`src/rtl/buf_loader_pkg.sv`:
```
// buf_loader_pkg
//   Shared definitions for the sample-buffer loader and the playback address
//   controller: FSM state encoding and default buffer geometry.
package buf_loader_pkg;

  localparam int ADDR_W_DEF = 12;
  localparam int DATA_W_DEF = 16;

  // The playback controller decodes these codes directly, so the values are fixed.
  typedef enum logic [1:0] {
    ST_IDLE   = 2'b00,
    ST_LOAD   = 2'b01,
    ST_FINISH = 2'b10
  } state_e;

endpackage

```
`src/rtl/buf_loader.sv`:
```
// buf_loader
//   Streams samples into the DAC sample buffer. A start pulse opens a load
//   window. Accepted beats are written to consecutive buffer addresses from 0.
//   The window closes on s_last, when the buffer fills (overflow), or on abort.
//   While a load is active, we holds the playback address controller idle.
//
// state  | meaning
// -------+------------------------------------------------------------
// IDLE   | no load; we=0, s_ready=0
// LOAD   | accepting beats; we=1, s_ready=1
// FINISH | one cycle; we=1, done=1, max_addr already valid
//
// Ports
//   clk, rst_n               clock, async active-low reset
//   start, abort             begin load (IDLE only) / cancel load (LOAD only)
//   s_data/s_valid/s_last    sample stream in; s_ready is the handshake back
//   bram_addr/din/wr         registered buffer write port
//   we                       playback hold
//   max_addr                 last written address of the last completed load
//   done                     one-cycle pulse in FINISH
//   overflow                 sticky: last load was truncated at DEPTH
module buf_loader
  import buf_loader_pkg::*;
#(
  parameter int ADDR_W = ADDR_W_DEF,
  parameter int DATA_W = DATA_W_DEF
) (
  input  logic              clk,
  input  logic              rst_n,
  input  logic              start,
  input  logic              abort,
  input  logic [DATA_W-1:0] s_data,
  input  logic              s_valid,
  input  logic              s_last,
  output logic              s_ready,
  output logic [ADDR_W-1:0] bram_addr,
  output logic [DATA_W-1:0] bram_din,
  output logic              bram_wr,
  output logic              we,
  output logic [31:0]       max_addr,
  output logic              done,
  output logic              overflow
);

  localparam logic [ADDR_W-1:0] PTR_MAX = '1;

  state_e            state_q, state_d;
  logic [ADDR_W-1:0] ptr_q, ptr_d;
  logic [ADDR_W-1:0] bram_addr_q, bram_addr_d;
  logic [DATA_W-1:0] bram_din_q, bram_din_d;
  logic              bram_wr_q, bram_wr_d;
  logic [31:0]       max_addr_q, max_addr_d;
  logic              overflow_q, overflow_d;

  logic accept;
  logic at_end;
  logic load_start;
  logic load_end;

  assign accept     = (state_q == ST_LOAD) && s_valid;
  assign at_end     = (ptr_q == PTR_MAX);
  assign load_start = (state_q == ST_IDLE) && start;
  // Abort takes priority over a terminating beat in the same cycle.
  assign load_end   = accept && (s_last || at_end) && !abort;

  always_ff @(posedge clk or negedge rst_n) begin
    if (!rst_n) begin
      state_q <= ST_IDLE;
    end else begin
      state_q <= state_d;
    end
  end

  always_comb begin
    state_d = state_q;
    s_ready = 1'b0;
    we      = 1'b0;
    done    = 1'b0;
    case (state_q)
      ST_IDLE: begin
        if (start) state_d = ST_LOAD;
      end
      ST_LOAD: begin
        s_ready = 1'b1;
        we      = 1'b1;
        if (abort)         state_d = ST_IDLE;
        else if (load_end) state_d = ST_FINISH;
      end
      ST_FINISH: begin
        we      = 1'b1;
        done    = 1'b1;
        state_d = ST_IDLE;
      end
      default: state_d = ST_IDLE;
    endcase
  end

  always_comb begin
    ptr_d       = ptr_q;
    bram_wr_d   = accept;
    bram_addr_d = bram_addr_q;
    bram_din_d  = bram_din_q;
    max_addr_d  = max_addr_q;
    overflow_d  = overflow_q;

    if (load_start) begin
      ptr_d      = '0;
      overflow_d = 1'b0;
    end

    // A beat accepted together with abort is still written.
    if (accept) begin
      bram_addr_d = ptr_q;
      bram_din_d  = s_data;
      // Saturate at the last address instead of wrapping.
      if (!at_end) ptr_d = ptr_q + 1'b1;
    end

    if (load_end) begin
      max_addr_d = 32'(ptr_q);
      if (!s_last) overflow_d = 1'b1;
    end
  end

  always_ff @(posedge clk or negedge rst_n) begin
    if (!rst_n) begin
      ptr_q       <= '0;
      bram_wr_q   <= 1'b0;
      bram_addr_q <= '0;
      bram_din_q  <= '0;
      max_addr_q  <= '0;
      overflow_q  <= 1'b0;
    end else begin
      ptr_q       <= ptr_d;
      bram_wr_q   <= bram_wr_d;
      bram_addr_q <= bram_addr_d;
      bram_din_q  <= bram_din_d;
      max_addr_q  <= max_addr_d;
      overflow_q  <= overflow_d;
    end
  end

  assign bram_wr   = bram_wr_q;
  assign bram_addr = bram_addr_q;
  assign bram_din  = bram_din_q;
  assign max_addr  = max_addr_q;
  assign overflow  = overflow_q;

endmodule

```
`config.mk`:
```
export PLATFORM = sky130hd
export DESIGN_NAME = buf_loader
export DESIGN_NICKNAME = d
export VERILOG_FILES = /design/src/rtl/buf_loader_pkg.sv /design/src/rtl/buf_loader.sv
export SDC_FILE = /design/constraint.sdc
export NUM_CORES = 1
export LEC_CHECK = 0
export ABC_AREA = 1
export CAP_MARGIN = 20
export CORE_UTILIZATION = 46
export DETAILED_ROUTE_END_ITERATION = 8
export PLACE_DENSITY_LB_ADDON = 0.3
export SKIP_CTS_REPAIR_TIMING = 1
export SLEW_MARGIN = 10
export SYNTH_ARGS = -nofsm -noshare
export SYNTH_HDL_FRONTEND = slang
export SYNTH_SLANG_ARGS = --single-unit
```
`constraint.sdc`:
```
create_clock -name clk -period 2 [get_ports clk]
set_input_delay 0.4 -clock clk [delete_from_list [all_inputs] [get_ports clk]]
set_output_delay 0.4 -clock clk [all_outputs]
set_load 0.1 [all_outputs]
```
==> summary.txt, run 1 <==
Timing
  • FMAX: 0.5321 GHz
  • Final worst setup slack: 0.1208 ns
  • Clock Skews: 0.01103 ns
  • Setup TNS: 0 ns
  • Fin. Hold Viols: 0
  • Final clock period utilization by the worst path: 0.9396
  • RSZ-0062 raised after global routing: false
  • Tmin final: 1.879 ns
  • Setup violators final: 0
  • Final max-slew violation count: 0

Clock tree
  • Clk sink count: 56
  • Reg clk slew, reported paths: 0.10 ns
  • TritonCTS clock tree: yes
  • TritonCTS buffer count: 5
  • Root Driver: clkbuf_8
  • Clock buffer depth: 2
  • Depth of the CTS H-tree: 2
  • Clock latency at the later pin of the worst-skew pair: 0.31 ns

Yosys
  • Ys flop type: dfrtp_1
  • Number of synthesized flops with an enable pin: 0
  • Gate Count Post-Synth: 314
  • Mapped Area: 2714 sq um
  • Synth warnings: 0
  • Top cells by area, synth: dfrtp_1, nand2_1, buf_4, o21ai_2, o21ai_0
  • Post-synthesis sequential area ratio: 0.5164
  • Largest area contributor in the netlist: dfrtp_1
  • Cell variety after synth: 27
  • Async S/R FF share, synth: 1.000
  • Post-synth top area share: 0.5164
  • Avg Cell Area, Syn: 8.643 sq um
  • Synthesis-stage register bit count: 56

GRT
  • Total GRT Usage: 0.1891
  • Global-route wire length before repair: 9.239 mm
  • GR Overflow Total: 0
  • Initial antenna violation count: 0
  • Vias in the first global route: 2,047
  • Largest net degree at the start of global routing: 57

Run
  • Max_cap viols: 0

Place
  • Placer Congestion: 0.8959
  • HPWL Detailed: 3.961 mm
  • Placed insts: 448
  • Pre-CTS WS: 0.08621 ns
  • IO buf count: 66

Power and ir drop
  • P_leak: 1.711 nW
  • Peak VDD IR: 1.187 mV
  • Design Power: 5.502 mW
  • PD cells: 1611 nW/um^2

Route
  • Vias/cell: 4.829
  • Routed length per instance: 11.95 um
  • Vias: 2,202
  • Detail Route Antenna Nets: 0
  • Drt first pass iters: 4
  • # DRC: 0
  • Routed WL: 5.451 mm
  • Iteration-0 DRC Markers: 137

Finish
  • Nets: 410
  • Final Non-Filler Cells: 456
  • Area grow syn2layout: 25.86%
  • Antenna cells: 0
  • Layout cells sized above 1: 0.2370

Critical path
  • Setup crit start kind: register
  • Setup Crit Path Kind: reg -> reg
  • Crit end category: register
  • Critical Path AT: 2.07 ns
  • Crit-path max FO: 25
  • Crit path required time: 2.19 ns

Worst hold path
  • Worst Hold Class: in -> async

Floorplanning
  • Initial core utilization: 0.4839
  • Die Area: 6211 sq um
  • Core box area: 5608 sq um
  • Die H: 78.81 um
  • Die Wd: 78.81 um
  • I/O pins: 87
  • Num rows: 27

Outcome
  • Outcome: complete, no violations
-- routing by layer --
metal | vias up | track usage | share of wire
li1 | 1084 | - | -
met4 | 0 | 0.05636 | 0.014
met3 | 9 | 0.03448 | 0.060
met1 | 1028 | 0.2536 | 0.46
met5 | - | 0 | 0
met2 | 81 | 0.3130 | 0.47
-- area by class of cell --
cell class | count | area, sq um
well taps | 72 | 90.09
inverters | 24 | 90.09
flip-flops and latches | 56 | 1401
multi-input cells | 224 | 1106
clock buffers | 5 | 68.82
fillers | 522 | 2192
clock inverters | 3 | 21.27
repair buffers | 72 | 638.1
-- cell usage after synthesis, drive strengths merged, types with 2 or more instances --
library cell  instances
nand2               123
dfrtp                56
o21ai                33
buf                  24
inv                  24
nand3                16
nor2                 13
a21oi                 5
clkbuf                5
ha                    5
nor3                  4
nand4                 2
-- where the power goes --
part           leakage (nW)  total [mW]  internal (mW)  switching, mW
sequential            0.748        1.56           1.39          0.163
clock                0.0445       0.608          0.249          0.359
combinational         0.919        3.34          0.689           2.65
total                  1.71        5.50           2.33           3.17
-- cells by family after synthesis --
logic type      share of synthesized area
fa+ha+maj                         0.02305
flops                              0.5164
other cells                      0.001382
simple gates                       0.2554
xor+xnor                         0.003228
buf+inv                            0.1070
compound gates                    0.09359
-- per-stage QoR --
step / area, sq um / utilization / hold slack [ns]
6_report: 3416 / 0.6091 / 0.06992
5_1_grt: 3416 / 0.6091 / 0.09177
4_1_cts: 3416 / 0.6091 / 0.09109
3_5_place_dp: 3326 / 0.5930 / 0.4261
3_3_place_gp: 3326 / 0.5930 / 0.4207
2_1_floorplan: 2798 / - / 0.1044
-- sequential cells by signal, indices dropped and copies added, names as in the netlist --
| register | count |
|---|---|
| bram_addr | 12 |
| state_q | 2 |
| bram_din | 16 |
| overflow | 1 |
| ptr_q | 12 |
| bram_wr | 1 |
| max_addr | 12 |
-- cell usage in the layout (no fill, tap or decap), drive strengths merged --
master	netlist	final
nor2	13	13
a22oi	1	1
clkinv	0	1
clkbuf	5	5
o21ai	33	33
buf	24	52
nand3	16	16
conb	1	20
a21oi	5	5
a21boi	1	1
nand2	123	123
nor3	4	4
clkinvlp	0	1
ha	5	5
clkdlybuf4s50	0	20
xor2	1	1
nand4	2	2
inv	24	25
dfrtp	56	56
-- critical path, cell delays in order, from the launching register on --
cell and delay (ns):
dfrtp_1 0.41, ha_1 0.25, inv_1 0.11, nor2_4 0.17
nand3_4 0.15, nand2_4 0.10, nand3_4 0.32, nand2_1 0.20
o21ai_2 0.06
-- worst paths after layout --
check | startpoint | end | slack, ns | cells after the start
worst min-delay path | rst_n | ptr_q[8] | 0.07 | 2
worst max-delay path | ptr_q[0] | max_addr[0] | 0.12 | 8
max in group asynchronous | rst_n | ptr_q[9] | 1.68 | 2
worst max register to register | ptr_q[0] | max_addr[0] | 0.12 | 8
worst min register to register | bram_din[6] | bram_din[6] | 0.49 | 2
min in group clk | bram_din[6] | bram_din[6] | 0.49 | 2
Power figures use the tool's default switching activity.
==> inputs of run 2 (changes only) <==
--- a/config.mk
+++ b/config.mk
@@ -10,6 +10,7 @@
 export CORE_UTILIZATION = 46
 export DETAILED_ROUTE_END_ITERATION = 8
 export PLACE_DENSITY_LB_ADDON = 0.3
+export RECOVER_POWER = 25
 export SKIP_CTS_REPAIR_TIMING = 1
 export SLEW_MARGIN = 10
 export SYNTH_ARGS = -nofsm -noshare
==> run 2 against run 1 <==
  * Worst setup slack better by 0.015 ns
  * Largest power group unchanged
  * Global-route usage did not move
  * Combinational power barely moved
  * First-iteration DRC count down 18%
  * Register-to-register slack about the same
  * Final cell count unchanged
  * Hold slack improved by 0.39 ns
  * Core utilization fell by 0.27 points
  * Clock-buffer cell count unchanged
  * Critical path type unchanged
  * Flip-flop and latch count stayed put
  * Die area unchanged
==> summary.txt, run 2 (synthesized netlist as in run 1, its figures left out) <==
Place
  • Dpl cell area: 3326 sq um (unchanged)
  • IO buf count: 66 (unchanged)
  • HPWL Detailed: 3.961 mm (unchanged)
  • Placed insts: 448 (unchanged)
  • Placer Congestion: 0.8959 (unchanged)

Clock tree
  • Clock latency at the later pin of the worst-skew pair: 0.31 ns (about the same)
  • Reg clk slew, reported paths: 0.09 ns (about the same)
  • Depth of the CTS H-tree: 2 (unchanged)
  • TritonCTS clock tree: yes
  • Root Driver: clkbuf_8
  • TritonCTS buffer count: 5 (unchanged)
  • Clock buffer depth: 2 (unchanged)
  • Clk sink count: 56 (unchanged)

Timing
  • Tmin final: 1.864 ns (-0.01498 ns)
  • Final clock period utilization by the worst path: 0.9321 (-0.007490)
  • Final max-slew violation count: 0 (unchanged)
  • Clock Skews: 0.01037 ns (-0.0006599 ns)
  • Setup violators final: 0 (unchanged)
  • Actual slew at the worst max-slew pin: 1.338 ns
  • Fin. Hold Viols: 0 (unchanged)
  • Setup TNS: 0 ns (unchanged)
  • RSZ-0062 raised after global routing: false
  • Rel. slew slack: 0.1081
  • FMAX: 0.5364 GHz (+0.80%)

Route
  • Drt first pass iters: 4 (unchanged)
  • Met3 wire len: 288 um (-12%)
  • Routed wl met2: 2.592 mm (+1.6%)
  • Routed WL: 5.471 mm (+0.37%)
  • Iteration-0 DRC Markers: 112 (-18%)
  • Routed length per instance: 12.00 um (+0.37%)
  • Vias/cell: 4.805 (-0.50%)
  • Top Metal Used: met4
  • # DRC: 0 (unchanged)
  • Detail Route Antenna Nets: 0 (unchanged)
  • Vias: 2,191 (-0.50%)
  • Metal-1 WL: 2.522 mm (+1.1%)

Floorplanning
  • I/O pins: 87 (unchanged)
  • Initial core utilization: 0.4839 (unchanged)
  • Die Area: 6211 sq um (unchanged)
  • Die H: 78.81 um (unchanged)
  • Die Wd: 78.81 um (unchanged)
  • Core box area: 5608 sq um (unchanged)
  • Num rows: 27 (unchanged)

Worst hold path
  • Worst Hold Class: in -> async

Power and ir drop
  • Peak VDD IR: 1.187 mV (about the same)
  • PD cells: 1616 nW/um^2 (+0.33%)
  • P_leak: 1.706 nW (-0.31%)

Critical path
  • Crit path top cell by count: nand3_4
  • Crit-path max FO: 25 (unchanged)
  • Crit path required time: 2.19 ns (about the same)
  • Cells along the critical path: ha_1, inv_1, nor2_4, nand3_4, nand2_4, nand3_4, nand2_1, o21ai_2
  • Launch point of the worst reg-to-reg path: ptr_q[0]
  • CP peak stage delay: 0.41 ns (about the same)
  • FF-to-FF End: max_addr[0]
  • Critical Path AT: 2.06 ns (about the same)
  • Crit end category: register
  • Setup crit start kind: register
  • Crit-path slowest cell: dfrtp_1
  • Reg2reg path depth: 8 (unchanged)
  • Setup Crit Path Kind: reg -> reg
  • Reg-to-reg slack, setup: 0.14 ns (about the same)

Outcome
  • Outcome: complete, no violations

Run
  • Max_cap viols: 0 (unchanged)

Finish
  • Area grow syn2layout: 25.31%
  • Nets: 410 (unchanged)
  • Area of the multi-input gates: 1106 sq um (unchanged)
  • Reg area: 1401 sq um (unchanged)
  • Final core occ: 0.6064 (-0.002677)
  • Filler cell count in the final layout: 524 (+0.38%)
  • Final Non-Filler Cells: 456 (unchanged)
  • Antenna cells: 0 (unchanged)
  • Finished Cell Area: 3401 sq um (-0.44%)
  • Most frequent cells in the layout: nand2_1, dfrtp_1, buf_4
  • Layout cells sized above 1: 0.2370 (unchanged)
  • Most common cell after layout, fill and taps aside: nand2_1
  • Largest register FFs: 16 (unchanged)

GRT
  • Initial antenna violation count: 0 (unchanged)
  • Total GRT Usage: 0.1891 (unchanged)
  • Largest net degree at the start of global routing: 57 (unchanged)
  • Vias in the first global route: 2,047 (unchanged)
  • Global-route wire length before repair: 9.239 mm (unchanged)
  • GR Overflow Total: 0 (unchanged)
[run 2: changes by cell type in the layout (fill, tap and decap cells not counted), sizes merged]
cell	delta
clkbuf	+1
buf	-1
[run 2: final cells by class]
| cell class | count | area share |
|---|---|---|
| Clock inverter | 3 | 0.006255 |
| Inverter | 24 | 0.02649 |
| Sequential cell | 56 | 0.4121 |
| Timing Repair Buffer | 72 | 0.1832 |
| Multi-Input combinational cell | 224 | 0.3252 |
| Clock buffer | 5 | 0.02024 |
| Tap cell | 72 | 0.02649 |
[run 2: worst max-delay path: cells and delay by family (launching register included)]
family / cells / cell delay, ns
AND/OR/NAND/NOR: 5 / 0.91
flip-flops: 1 / 0.41
adder cells (fa/ha/maj): 1 / 0.24
buffers and inverters: 1 / 0.10
AO/OA/AOI/OAI: 1 / 0.06
[run 2: how the worst max path moves through the flow]
stage	slack (ns)	endpoint	from	cells after the start
after global routing	0.006	max_addr[0]	ptr_q[0]	8
after global placement	0.14	max_addr[2]	s_valid	6
after CTS	0.13	max_addr[0]	ptr_q[0]	8
after floorplan	0.23	max_addr[10]	state_q[1]	8
final	0.14	max_addr[0]	ptr_q[0]	8
after detailed placement	0.09	max_addr[11]	s_valid	6
[run 2: metal layers]
layer,global-route usage,vias to the layer above
li1,-,1079
met1,0.2536,1029
met2,0.3130,78
met3,0.03448,5
met4,0.05636,0
met5,0,-
[run 2: through the flow]
stage               hold WS [ns]  power [mW]  setup WS [ns]
floorplan                 0.1044       4.199         0.2339
global placement          0.4207       4.897         0.1410
detailed placement        0.4261       4.933        0.08621
CTS                      0.09109       5.543         0.1275
global route              0.5103       5.756       0.006367
finish                    0.4593       5.496         0.1358
[run 2: where the power goes]
part	internal [mW]	leakage, nW	switching [mW]
registers	1.39	0.748	0.162
clock network	0.249	0.0445	0.359
logic	0.686	0.914	2.65
total	2.33	1.71	3.17
